===== src/rtl/mem_access_stage.sv =====
// Memory-access pipeline stage: turns the EX/MEM address, store data and
// control into a word-aligned, byte-strobed request on a ready-handshaked
// data-memory port, extends returned load data, and holds the pipeline
// frozen until the access completes or is abandoned on timeout.
//
// state | meaning
// ------+------------------------------------------------------------------
// IDLE  | no access in flight; stall asserted combinationally when one is needed
// REQ   | request outstanding, fields frozen, waiting for Dmem_ready or timeout
// DONE  | access finished; pipeline advances this cycle, bus_err visible here
module mem_access_stage #(
    parameter int TIMEOUT = 16
) (
    input  logic        clk_Mem,
    input  logic        rst_n_Mem,
    input  logic        valid_in_Mem,
    input  logic [31:0] ALU_in_Mem,
    input  logic [31:0] Rs2_data_in_Mem,
    input  logic        MemRead_in_Mem,
    input  logic        MemRW_in_Mem,
    input  logic [2:0]  funct3_in_Mem,
    input  logic [31:0] Dmem_rdata,
    input  logic        Dmem_ready,
    output logic        Dmem_req,
    output logic        Dmem_we,
    output logic [31:0] Dmem_addr,
    output logic [31:0] Dmem_wdata,
    output logic [3:0]  Dmem_wstrb,
    output logic [31:0] Dmem_data_out_Mem,
    output logic        stall_Mem,
    output logic        misalign_Mem,
    output logic        bus_err_Mem
);

    // The counter only ever needs to hold TIMEOUT-1.
    localparam int CW = (TIMEOUT > 1) ? $clog2(TIMEOUT) : 1;
    localparam logic [CW-1:0] CNT_LAST = CW'(TIMEOUT - 1);

    typedef enum logic [1:0] {
        IDLE = 2'd0,
        REQ  = 2'd1,
        DONE = 2'd2
    } state_t;

    state_t        state_q;
    logic [CW-1:0] cnt_q;
    logic          req_q;
    logic          we_q;
    logic [31:0]   addr_q;
    logic [31:0]   wdata_q;
    logic [3:0]    wstrb_q;
    logic [31:0]   dout_q;
    logic          bus_err_q;

    logic          mem_op;
    logic          is_store;
    logic          is_load;
    logic          aligned;
    logic          access_needed;
    logic [3:0]    strb_d;
    logic [31:0]   wdata_d;
    logic [7:0]    byte_lane;
    logic [15:0]   half_lane;
    logic [31:0]   load_ext_d;

    // A store takes priority when both read and write are flagged.
    assign mem_op   = MemRead_in_Mem | MemRW_in_Mem;
    assign is_store = MemRW_in_Mem;
    assign is_load  = MemRead_in_Mem & ~MemRW_in_Mem;

    // Alignment check from the access size in funct3[1:0].
    always_comb begin
        aligned = 1'b1;
        case (funct3_in_Mem[1:0])
            2'b00:   aligned = 1'b1;
            2'b01:   aligned = ~ALU_in_Mem[0];
            default: aligned = (ALU_in_Mem[1:0] == 2'b00);
        endcase
    end

    assign access_needed = valid_in_Mem & mem_op & aligned;
    assign misalign_Mem  = valid_in_Mem & mem_op & ~aligned;

    // Store byte strobes and lane-replicated write data.
    always_comb begin
        strb_d  = 4'b1111;
        wdata_d = Rs2_data_in_Mem;
        case (funct3_in_Mem[1:0])
            2'b00: begin
                strb_d  = 4'b0001 << ALU_in_Mem[1:0];
                wdata_d = {4{Rs2_data_in_Mem[7:0]}};
            end
            2'b01: begin
                strb_d  = 4'b0011 << {ALU_in_Mem[1], 1'b0};
                wdata_d = {2{Rs2_data_in_Mem[15:0]}};
            end
            default: begin
                strb_d  = 4'b1111;
                wdata_d = Rs2_data_in_Mem;
            end
        endcase
    end

    // Lane selection and sign/zero extension of the returned read word.
    always_comb begin
        byte_lane = Dmem_rdata[7:0];
        case (ALU_in_Mem[1:0])
            2'b00: byte_lane = Dmem_rdata[7:0];
            2'b01: byte_lane = Dmem_rdata[15:8];
            2'b10: byte_lane = Dmem_rdata[23:16];
            2'b11: byte_lane = Dmem_rdata[31:24];
            default: byte_lane = Dmem_rdata[7:0];
        endcase
        half_lane = ALU_in_Mem[1] ? Dmem_rdata[31:16] : Dmem_rdata[15:0];
        case (funct3_in_Mem)
            3'b000:  load_ext_d = {{24{byte_lane[7]}}, byte_lane};
            3'b001:  load_ext_d = {{16{half_lane[15]}}, half_lane};
            3'b100:  load_ext_d = {24'd0, byte_lane};
            3'b101:  load_ext_d = {16'd0, half_lane};
            default: load_ext_d = Dmem_rdata;
        endcase
    end

    // Stall is a function of state; in IDLE it reacts to the incoming slot.
    always_comb begin
        stall_Mem = 1'b0;
        case (state_q)
            IDLE:    stall_Mem = access_needed;
            REQ:     stall_Mem = 1'b1;
            DONE:    stall_Mem = 1'b0;
            default: stall_Mem = 1'b0;
        endcase
    end

    // Access sequencer with registered request, result and error outputs.
    // EX/MEM inputs are held stable by the stall, so REQ reads them directly.
    always_ff @(posedge clk_Mem or negedge rst_n_Mem) begin
        if (!rst_n_Mem) begin
            state_q   <= IDLE;
            cnt_q     <= '0;
            req_q     <= 1'b0;
            we_q      <= 1'b0;
            addr_q    <= 32'd0;
            wdata_q   <= 32'd0;
            wstrb_q   <= 4'd0;
            dout_q    <= 32'd0;
            bus_err_q <= 1'b0;
        end else begin
            case (state_q)
                IDLE: begin
                    bus_err_q <= 1'b0;
                    if (access_needed) begin
                        req_q   <= 1'b1;
                        we_q    <= is_store;
                        addr_q  <= {ALU_in_Mem[31:2], 2'b00};
                        wdata_q <= wdata_d;
                        wstrb_q <= is_store ? strb_d : 4'd0;
                        cnt_q   <= '0;
                        state_q <= REQ;
                    end
                end
                REQ: begin
                    cnt_q <= cnt_q + CW'(1);
                    if (Dmem_ready) begin
                        if (is_load) begin
                            dout_q <= load_ext_d;
                        end
                        req_q   <= 1'b0;
                        we_q    <= 1'b0;
                        wstrb_q <= 4'd0;
                        state_q <= DONE;
                    end else if (cnt_q == CNT_LAST) begin
                        if (is_load) begin
                            dout_q <= 32'd0;
                        end
                        req_q     <= 1'b0;
                        we_q      <= 1'b0;
                        wstrb_q   <= 4'd0;
                        bus_err_q <= 1'b1;
                        state_q   <= DONE;
                    end
                end
                DONE: begin
                    bus_err_q <= 1'b0;
                    state_q   <= IDLE;
                end
                default: begin
                    req_q     <= 1'b0;
                    we_q      <= 1'b0;
                    wstrb_q   <= 4'd0;
                    bus_err_q <= 1'b0;
                    state_q   <= IDLE;
                end
            endcase
        end
    end

    assign Dmem_req          = req_q;
    assign Dmem_we           = we_q;
    assign Dmem_addr         = addr_q;
    assign Dmem_wdata        = wdata_q;
    assign Dmem_wstrb        = wstrb_q;
    assign Dmem_data_out_Mem = dout_q;
    assign bus_err_Mem       = bus_err_q;

endmodule


===== config.mk =====
export PLATFORM = sky130hd
export DESIGN_NAME = mem_access_stage
export DESIGN_NICKNAME = d
export VERILOG_FILES = /design/src/rtl/mem_access_stage.sv
export SDC_FILE = /design/constraint.sdc
export NUM_CORES = 1
export LEC_CHECK = 0
export CAP_MARGIN = 20
export CORE_MARGIN = 5
export CORE_UTILIZATION = 25
export CTS_BUF_LIST = sky130_fd_sc_hd__clkbuf_8
export CTS_CLUSTER_DIAMETER = 120
export DETAILED_ROUTE_END_ITERATION = 8
export DONT_BUFFER_PORTS = 1
export GPL_TIMING_DRIVEN = 1
export PLACE_DENSITY_LB_ADDON = 0.05
export SYNTH_ARGS = -nofsm -noshare
export SYNTH_HDL_FRONTEND = slang
export SYNTH_SLANG_ARGS = --single-unit

===== constraint.sdc =====
create_clock -name clk_Mem -period 4.4 [get_ports clk_Mem]
set_clock_uncertainty 0.05 [all_clocks]
set_input_delay 1.1 -clock clk_Mem [delete_from_list [all_inputs] [get_ports clk_Mem]]
set_output_delay 1.1 -clock clk_Mem [all_outputs]
set_load 0.1 [all_outputs]

==> flow_metrics.py, run 1 <==
metrics = {
    "run_status": {
        "status": "complete, no violations",
    },
    "worst_setup_path": {
        "path_cells": "a21o_1, a2111o_2, nand2_1, buf_12",
        "crit_type": "input pin to output pin",
        "end_kind": "output pin",
        "reg2reg_from": "state_q[1]$_DFFE_PN0P_",
        "reg2reg_to": "Dmem_data_out_Mem[3]$_DFFE_PN0P_",
        "critPathMaxStageDelay_ns": 0.49,
        "crit_required_ns": 3.25,
        "cp_slowest_cell": "a2111o_2",
        "reg2regPathDepth": 4,
        "crit_arrival_ns": 2.11,
        "worstSetupStartpointType": "input pin",
        "rrSetupSlack_ns": 1.70,
        "critPathMaxFanout": 17,
    },
    "die": {
        "initial_utilization": 0.256,
        "dieArea_mm2": 0.0230,
        "io_pins": 210,
        "die_h_um": 152,
        "rows": 51,
        "dieWidth_um": 152,
        "core_area_mm2": 0.0196,
    },
    "timing": {
        "finalMaxSlewViolations": 0,
        "rsz0062_at_grt": "no",
        "hold_viol": 0,
        "min_period_over_period": 0.742,
        "relSlewSlack": 0.306,
        "max_freq_ghz": 0.306,
        "tightest_slew_ns": 1.04,
        "finalSetupTns_ns": 0,
        "period_minus_slack_ns": 3.26,
        "setup_viol": 0,
    },
    "logic_synthesis": {
        "synth-seq-cells": 107,
        "yosysSeqAreaShare": 0.535,
        "synth_edf_count": 0,
        "ys_types": 41,
        "syn_inst": 427,
        "syn_avg_cell_area_um2": 11.7,
        "synth_area_mm2": 0.00501,
        "synthArstFlopShare": 1.00,
        "synthFlopType": "dfrtp_1",
        "yosysWarnings": 0,
    },
    "layout": {
        "final_common_cell": "dfrtp_1",
        "finish.instance_area_mm2": 0.00547,
        "diodes": 0,
        "fin_nets": 523,
        "drive_gt1_frac": 0.181,
        "final_cell_mix": "dfrtp_1 (107), nand2_1 (41), nor2_1 (35), mux2_4 (35), o21ai_0 (30)",
        "fillers": 2046,
        "area_growth_pct": 9.20,
    },
    "place": {
        "io_buffers": 0,
        "place_congestion": 0.694,
        "dp.final_hpwl_um": 10800,
        "postPlaceCellArea_mm2": 0.00525,
    },
    "clock_tree": {
        "clock_latency_ns": 0.38,
        "cts_tree": "done",
        "clockBufferDepth": 2,
        "cts_buffers": 9,
        "htreeDepth": 3,
        "postCtsHoldBufs": 0,
        "cts_resized": 0,
        "postCtsSetupBuffers": 0,
        "cts-root-buf": "clkbuf_8",
        "clk_pin_slew_worst_paths_ns": 0.11,
        "cts.sinks": 107,
    },
    "drt": {
        "met1Wirelength_um": 5870,
        "finalWirelength_um": 14900,
        "final_antenna_net_count": 0,
        "first_pass_iters": 4,
        "drc_errors": 0,
        "highest_layer": "met4",
        "wl_met2_um": 6740,
        "drt-initial-drc-count": 145,
        "via_per_inst": 4.79,
        "route.met3.wl_um": 1870,
        "vias": 3287,
        "wire_per_inst_um": 21.6,
    },
    "global_route": {
        "grt_overflow": 0,
        "grt_max_degree": 108,
        "antenna_found_initial": 0,
        "first_global_vias": 3474,
        "grtUsageTotal": 0.127,
        "grt_pass1_wl_um": 21700,
    },
    "job": {
        "maxCapViolations": 0,
    },
    "min_path": {
        "hold_path.class": "input pin to asynchronous set/reset pin",
    },
}
cells in the mapped netlist (2+ instances only):
master | instances | area, um^2
dfrtp_1 | 107 | 2680
nand2_1 | 41 | 154
nor2_1 | 36 | 135
mux2_4 | 35 | 526
o21ai_0 | 30 | 150
mux2i_1 | 26 | 260
a221o_1 | 22 | 220
clkbuf_1 | 18 | 67.6
a21oi_1 | 16 | 80.1
inv_1 | 11 | 41.3
mux2_2 | 11 | 124
a21o_1 | 9 | 67.6
a221oi_1 | 7 | 61.3
buf_6 | 7 | 78.8
nor3_1 | 7 | 35.0
nand3_1 | 5 | 25.0
o2bb2ai_1 | 4 | 35.0
buf_1 | 3 | 11.3
nand2b_1 | 3 | 18.8
nor2b_1 | 3 | 18.8
a211oi_1 | 2 | 15.0
a21bo_2 | 2 | 20.0
buf_2 | 2 | 10.0
buf_4 | 2 | 15.0
o2111ai_1 | 2 | 17.5
worst max path at each step:
stage	start	end	slack [ns]	cells past startpoint
floorplan	funct3_in_Mem[1]	stall_Mem	0.27	7
global placement	ALU_in_Mem[1]	stall_Mem	1.14	4
detailed placement	ALU_in_Mem[1]	stall_Mem	1.14	4
CTS	ALU_in_Mem[1]	stall_Mem	1.13	4
global route	funct3_in_Mem[1]	stall_Mem	1.10	4
finish	ALU_in_Mem[1]	stall_Mem	1.14	4
area by class of cell:
| class | instances | area (um^2) | share of cell area |
|---|---|---|---|
| Sequential cell | 107 | 2680 | 0.490 |
| Multi-Input combinational cell | 278 | 2110 | 0.386 |
| Tap cell | 265 | 332 | 0.0607 |
| Clock buffer | 10 | 138 | 0.0252 |
| Timing Repair Buffer | 10 | 87.6 | 0.0160 |
| Clock inverter | 5 | 78.8 | 0.0144 |
| Inverter | 11 | 41.3 | 0.00755 |
worst max-delay path, delay by kind of cell:
family	cells	cell delay [ns]
simple gates	1	0.14
buf+inv	1	0.19
compound gates	2	0.68
registers in the layout (all words and copies together), names as in the netlist:
signal and cells:
Dmem_data_out_Mem 32, Dmem_wdata 32, Dmem_addr 30, Dmem_wstrb 4
cnt_q 4, state_q 2, Dmem_req 1, Dmem_we 1
bus_err_Mem 1
metrics by stage:
| step | util | cells | hold WS, ns | setup WS [ns] |
|---|---|---|---|---|
| final | 0.279 | 686 | 0.348 | 1.14 |
| after global placement | 0.268 | 671 | 0.477 | 1.14 |
| after global routing | 0.279 | 686 | 0.312 | 1.10 |
| after floorplan | - | 428 | 0.440 | 0.266 |
| after CTS | 0.279 | 686 | 0.311 | 1.13 |
| after detailed placement | 0.268 | 671 | 0.475 | 1.14 |
metal layers:
| layer | vias up | GRT usage |
|---|---|---|
| li1 | 1505 | - |
| met1 | 1622 | 0.153 |
| met2 | 143 | 0.192 |
| met3 | 17 | 0.0604 |
| met4 | 0 | 0.0548 |
| met5 | - | 0 |
kinds of logic (layout without fill, tap and decap cells):
group | count (synthesis) | in the layout | share of synthesized area
flip-flops | 107 | 107 | 0.535
AND/OR/NAND/NOR | 102 | 102 | 0.0887
AO/OA/AOI/OAI | 99 | 99 | 0.140
multiplexers | 73 | 73 | 0.186
buffers and inverters | 43 | 36 | 0.0447
adder cells (fa/ha/maj) | 1 | 1 | 0.00250
other | 1 | 2 | 0.000749
XOR/XNOR | 1 | 1 | 0.00175
Power of run 1 is not shown: default switching activity piles up to over one toggle a cycle in this logic, so the estimate is an artifact.
==> run 2: changes to the inputs <==
--- a/config.mk
+++ b/config.mk
@@ -5,6 +5,7 @@
 export SDC_FILE = /design/constraint.sdc
 export NUM_CORES = 1
 export LEC_CHECK = 0
+export ABC_AREA = 1
 export CAP_MARGIN = 20
 export CORE_MARGIN = 5
 export CORE_UTILIZATION = 25
==> constraint.sdc (replaced) <==
create_clock -name clk_Mem -period 2.8 [get_ports clk_Mem]
set_clock_uncertainty 0.05 [all_clocks]
set_input_delay 0.7 -clock clk_Mem [delete_from_list [all_inputs] [get_ports clk_Mem]]
set_output_delay 0.7 -clock clk_Mem [all_outputs]
set_load 0.1 [all_outputs]
==> run 2 against run 1 <==
Hold slack worse by 0.40 ns; worst setup slack got worse by 0.71 ns; critical path depth up 2; register-to-register slack got worse by 0.73 ns; sequential share of layout area is 3.3 points lower; sequential cell count unchanged; critical path type unchanged; area after synthesis is 1.1% higher; via count increased by 32%; the run now ends with negative hold slack left; final area rose by 7.1%; count of clock-buffer cells in the layout down 1.
==> flow_metrics.py, run 2 <==
metrics = {
    "global_route": {
        "antenna_found_initial": 0,
        "grtUsageTotal": 0.142,
        "first_global_vias": 4598,
        "grt_pass1_wl_um": 26200,
        "grt_max_degree": 108,
        "grt_overflow": 0,
    },
    "pwr": {
        "switching_share": 0.638,
        "irDropWorstVdd_v": 0.000471,
        "power.switching_mw": 5.38,
        "p_clk_frac": 0.125,
        "p_total_mw": 8.43,
        "leakage_nw": 3.10,
        "internal_power_mw": 3.05,
        "seqPwrFrac": 0.530,
        "combinationalPowerShare": 0.344,
        "power_density_mw_per_mm2": 1440,
    },
    "worst_setup_path": {
        "critPathMaxFanout": 61,
        "crit_family": "buffers and inverters",
        "cp_slowest_cell": "buf_4",
        "rrSetupSlack_ns": 0.97,
        "end_kind": "output pin",
        "critPathMaxStageDelay_ns": 0.30,
        "crit_required_ns": 2.05,
        "crit_arrival_ns": 1.62,
        "cp_num_buf_inv": 2,
        "worstSetupStartpointType": "input pin",
        "crit_type": "input pin to output pin",
        "path_cells": "nor2_4, inv_2, nand2_2, nand3_4, nand2_1, buf_4",
    },
    "clock_tree": {
        "clk_pin_slew_worst_paths_ns": 0.11,
        "cts-root-buf": "clkbuf_8",
        "htreeDepth": 3,
        "postCtsSetupBuffers": 0,
        "cts_tree": "done",
        "clockBufferDepth": 2,
        "cts_resized": 0,
        "cts.sinks": 107,
        "cts_buffers": 9,
        "clock_latency_ns": 0.38,
    },
    "run_status": {
        "status": "finished, violations left",
        "violations": "negative hold slack",
    },
    "logic_synthesis": {
        "synth-seq-cells": 107,
        "synth_area_mm2": 0.00506,
        "synth_area_leader_cell": "dfrtp_1",
        "netlist.area_leader.share": 0.529,
        "synth_most_common_cell": "nand2_1",
        "yosys-top-cells-count": "nand2_1 (313), dfrtp_1 (107), o21ai_0 (59), nor2_1 (42)",
        "yosysWarnings": 0,
        "yosysSeqAreaShare": 0.529,
        "syn_avg_cell_area_um2": 7.61,
        "syn_inst": 665,
        "synth_top_cells_by_area": "dfrtp_1 (53%), nand2_1 (23%), o21ai_0 (5.8%), a21oi_1 (3.7%), nor2_1 (3.1%)",
        "synthFlopType": "dfrtp_1",
        "synthArstFlopShare": 1.00,
        "ys_types": 25,
        "synth_edf_count": 0,
    },
    "drt": {
        "via_per_inst": 4.45,
        "first_pass_iters": 5,
        "wire_per_inst_um": 17.2,
        "drc_errors": 0,
        "finalWirelength_um": 16700,
        "vias": 4337,
        "final_antenna_net_count": 0,
        "drt-initial-drc-count": 206,
    },
    "layout": {
        "area_growth_pct": 15.7,
        "fin_nets": 805,
        "final_cell_count_no_fill": 974,
        "final_common_cell": "nand2_1",
        "drive_gt1_frac": 0.119,
        "final_cell_mix": "nand2_1 (313), dfrtp_1 (107), o21ai_0 (59), buf_4 (56), nor2_1 (41)",
        "diodes": 0,
    },
    "die": {
        "initial_utilization": 0.252,
        "dieArea_mm2": 0.0232,
        "dieWidth_um": 152,
        "rows": 52,
        "core_area_mm2": 0.0201,
        "io_pins": 210,
        "die_h_um": 152,
    },
    "timing": {
        "tightest_slew_ns": 0.935,
        "min_period_over_period": 0.847,
        "finalMaxSlewViolations": 0,
        "fin_ws_ns": 0.429,
        "holdWs_ns": -0.0546,
        "rsz0062_at_grt": "no",
        "max_freq_ghz": 0.422,
        "hold_viol": 107,
        "setup_viol": 0,
        "finalSetupTns_ns": 0,
        "relSlewSlack": 0.377,
        "period_minus_slack_ns": 2.37,
    },
    "place": {
        "io_buffers": 0,
        "dp_slack_ns": 0.452,
        "place_inst": 958,
        "place_congestion": 0.771,
        "dp.final_hpwl_um": 12200,
    },
    "min_path": {
        "hold_path.class": "input pin to asynchronous set/reset pin",
    },
    "job": {
        "maxCapViolations": 0,
    },
}
-- run 2: changes by cell type after synthesis, sizes merged, moves of 7 or more --
cell,previous run,this run
o211ai,0,7
nand2,41,316
a21o,9,0
nor3,7,0
mux2,46,0
nor2,36,44
a221o,22,0
o21ai,31,59
a221oi,7,0
inv,11,40
buf,14,22
a21oi,16,38
mux2i,26,0
-- run 2: cells by family (layout without fill, tap and decap cells) --
family	after synthesis	count (layout)	synth area share
compound gates	105	105	0.109
flops	107	107	0.529
buf+inv	76	114	0.0702
other cells	1	2	0.000741
fa+ha+maj	1	1	0.00247
simple gates	375	375	0.289
-- run 2: final timing paths --
kind                                                    from                                end  cells past startpoint
min reg2reg                Dmem_data_out_Mem[31]$_DFFE_PN0P_  Dmem_data_out_Mem[31]$_DFFE_PN0P_                      2
min                                                rst_n_Mem  Dmem_data_out_Mem[16]$_DFFE_PN0P_                      0
min in group clk_Mem                          ALU_in_Mem[15]          Dmem_addr[15]$_DFFE_PN0P_                      2
max reg2reg                           state_q[1]$_DFFE_PN0P_          Dmem_addr[28]$_DFFE_PN0P_                      7
max in group asynchronous                          rst_n_Mem          Dmem_addr[31]$_DFFE_PN0P_                      0
max                                         funct3_in_Mem[1]                          stall_Mem                      6
-- run 2: per-stage QoR --
step	util	hold WS, ns	cell area (um^2)
after global routing	0.291	-0.0887	5860
after global placement	0.281	0.358	5650
final	0.291	-0.0546	5860
after CTS	0.291	-0.0892	5860
after detailed placement	0.281	0.358	5650
after floorplan	-	0.354	5070
-- run 2: layout make-up --
class | instances | area (um^2)
fillers | 2190 | 14200
flip-flops and latches | 107 | 2680
multi-input cells | 483 | 2030
repair buffers | 57 | 440
well taps | 270 | 338
inverters | 41 | 156
clock buffers | 9 | 124
clock inverters | 7 | 85.1
-- run 2: power by group through the flow --
| stage | combinational, mW | sequential (mW) | clock, mW |
|---|---|---|---|
| after floorplan | 0.681 | 6.06 | 0 |
| after global placement | 2.93 | 4.52 | 0 |
| after detailed placement | 2.94 | 4.52 | 0 |
| after CTS | 2.95 | 4.49 | 1.12 |
| after global routing | 3.10 | 4.55 | 1.17 |
| final | 2.90 | 4.47 | 1.06 |
-- run 2: layer usage --
layer  share of wire  routed length [um]  GRT usage  vias up
met4           0.020                 333     0.0479        0
met1            0.41                6790      0.168     2033
met3            0.10                1680     0.0605       16
li1                -                   -          -     2129
met5               0                   0          0        -
met2            0.47                7910      0.233      159
(Power assumes the default switching activity.)
==> run 3: changes to the inputs <==
--- a/config.mk
+++ b/config.mk
@@ -5,7 +5,7 @@
 export SDC_FILE = /design/constraint.sdc
 export NUM_CORES = 1
 export LEC_CHECK = 0
-export ABC_AREA = 1
+export ABC_AREA = 0
 export CAP_MARGIN = 20
 export CORE_MARGIN = 5
 export CORE_UTILIZATION = 25
==> constraint.sdc (replaced) <==
create_clock -name clk_Mem -period 2.2 [get_ports clk_Mem]
set_clock_uncertainty 0.05 [all_clocks]
set_input_delay 0.55 -clock clk_Mem [delete_from_list [all_inputs] [get_ports clk_Mem]]
set_output_delay 0.55 -clock clk_Mem [all_outputs]
set_load 0.1 [all_outputs]
==> run 3 against run 2 <==
The flow still finishes with violations (negative hold slack); worst setup slack got worse by 0.35 ns; sequential share of layout area shrank 0.088 points; count of clock-buffer cells in the layout grew 1; critical path depth fell by 4; via count down 21%; final cell count decreased by 25%; die area fell by 1.0%.
==> flow_metrics.py, run 3 (synthesis gave the netlist of run 1 again) <==
metrics = {
    "run_status": {
        "status": "finished, violations left",
        "violations": "negative hold slack",
    },
    "drt": {
        "final_antenna_net_count": 0,
        "drt-initial-drc-count": 205,
        "wire_per_inst_um": 20.5,
        "first_pass_iters": 4,
        "drc_errors": 0,
        "via_per_inst": 4.66,
        "vias": 3411,
        "finalWirelength_um": 15000,
    },
    "clock_tree": {
        "htreeDepth": 3,
        "cts_tree": "done",
        "cts-root-buf": "clkbuf_8",
        "clock_latency_ns": 0.38,
        "clockBufferDepth": 2,
        "cts.sinks": 107,
        "cts_buffers": 9,
        "postCtsSetupBuffers": 0,
        "clk_pin_slew_worst_paths_ns": 0.11,
    },
    "timing": {
        "hold_viol": 107,
        "holdWs_ns": -0.208,
        "relSlewSlack": 0.374,
        "tightest_slew_ns": 0.939,
        "rsz0062_at_grt": "no",
        "period_minus_slack_ns": 2.12,
        "finalSetupTns_ns": 0,
        "fin_ws_ns": 0.0829,
        "finalMaxSlewViolations": 0,
        "setup_viol": 0,
        "max_freq_ghz": 0.472,
        "min_period_over_period": 0.962,
    },
    "place": {
        "place_congestion": 0.722,
        "dp.final_hpwl_um": 10800,
        "io_buffers": 0,
        "dp_slack_ns": -0.00280,
        "postPlaceCellArea_mm2": 0.00563,
    },
    "global_route": {
        "first_global_vias": 3559,
        "grt_max_degree": 108,
        "grtUsageTotal": 0.127,
        "grt_pass1_wl_um": 22000,
        "grt_overflow": 0,
        "antenna_found_initial": 0,
    },
    "die": {
        "initial_utilization": 0.256,
        "io_pins": 210,
        "dieArea_mm2": 0.0230,
        "dieWidth_um": 152,
        "die_h_um": 152,
        "core_area_mm2": 0.0196,
        "rows": 51,
    },
    "worst_setup_path": {
        "critPathMaxFanout": 5,
        "worstSetupStartpointType": "register",
        "crit_type": "register to output pin",
        "crit_required_ns": 1.60,
        "end_kind": "output pin",
        "crit_arrival_ns": 1.52,
    },
    "job": {
        "maxCapViolations": 0,
    },
    "layout": {
        "final_cell_mix": "dfrtp_1 (107), buf_4 (52), nand2_1 (40), nor2_1 (35), mux2_4 (35)",
        "final_common_cell": "dfrtp_1",
        "area_growth_pct": 17.2,
        "drive_gt1_frac": 0.266,
        "finish.instance_area_mm2": 0.00587,
        "diodes": 0,
        "fin_nets": 568,
    },
    "min_path": {
        "hold_path.class": "input pin to asynchronous set/reset pin",
    },
}
==> run 3: cell count changes in the layout (fill, tap and decap cells not counted), sizes merged, moves of 9 or more <==
cell,change
a221o,+22
inv,-30
mux2i,+26
a21o,+9
a21oi,-22
nand2,-275
o21ai,-28
mux2,+46
==> run 3: layout make-up <==
| class | instances | area (um^2) |
|---|---|---|
| Clock inverter | 6 | 95.1 |
| Multi-Input combinational cell | 278 | 2130 |
| Clock buffer | 10 | 138 |
| Tap cell | 265 | 332 |
| Timing Repair Buffer | 55 | 450 |
| Inverter | 11 | 41.3 |
| Sequential cell | 107 | 2680 |
| Fill cell | 2033 | 13700 |
==> run 3: path summary, 6_finish.rpt <==
check / startpoint / to / slack, ns / depth (start not counted)
setup / recovery: state_q[0]$_DFFE_PN0P_ / stall_Mem / 0.08 / 2
hold / removal: rst_n_Mem / Dmem_data_out_Mem[3]$_DFFE_PN0P_ / -0.21 / 0
setup reg to reg: cnt_q[0]$_DFFE_PN0P_ / Dmem_data_out_Mem[18]$_DFFE_PN0P_ / 0.14 / 5
hold reg to reg: Dmem_data_out_Mem[12]$_DFFE_PN0P_ / Dmem_data_out_Mem[12]$_DFFE_PN0P_ / 0.45 / 1
max in group asynchronous: rst_n_Mem / cnt_q[0]$_DFFE_PN0P_ / 2.16 / 0
min in group clk_Mem: Dmem_rdata[1] / Dmem_data_out_Mem[1]$_DFFE_PN0P_ / 0.25 / 1
==> run 3: repair_timing <==
action / CTS / global route
endpoints found under the setup margin: 0 / 0
hold endpoints to repair: 107 / 107
gates resized for setup: 0 / 0
==> run 3: metal layers <==
layer  share of wire  GRT usage  up-vias
met5               0          0        -
met4           0.015     0.0449        0
met3            0.12     0.0580       12
met2            0.46      0.193      135
met1            0.41      0.159     1660
li1                -          -     1604
==> run 3: stage by stage <==
step	utilization	std cells
after floorplan	-	428
after global placement	0.287	715
after detailed placement	0.287	715
after CTS	0.299	731
after global routing	0.299	732
final	0.299	732
==> run 3: critical path, cell delays in order, from the launching register on <==
cell and delay (ns):
dfrtp_1 0.44, a2111o_2 0.50, nand2_8 0.19
Power of run 3 is left out for the same reason.
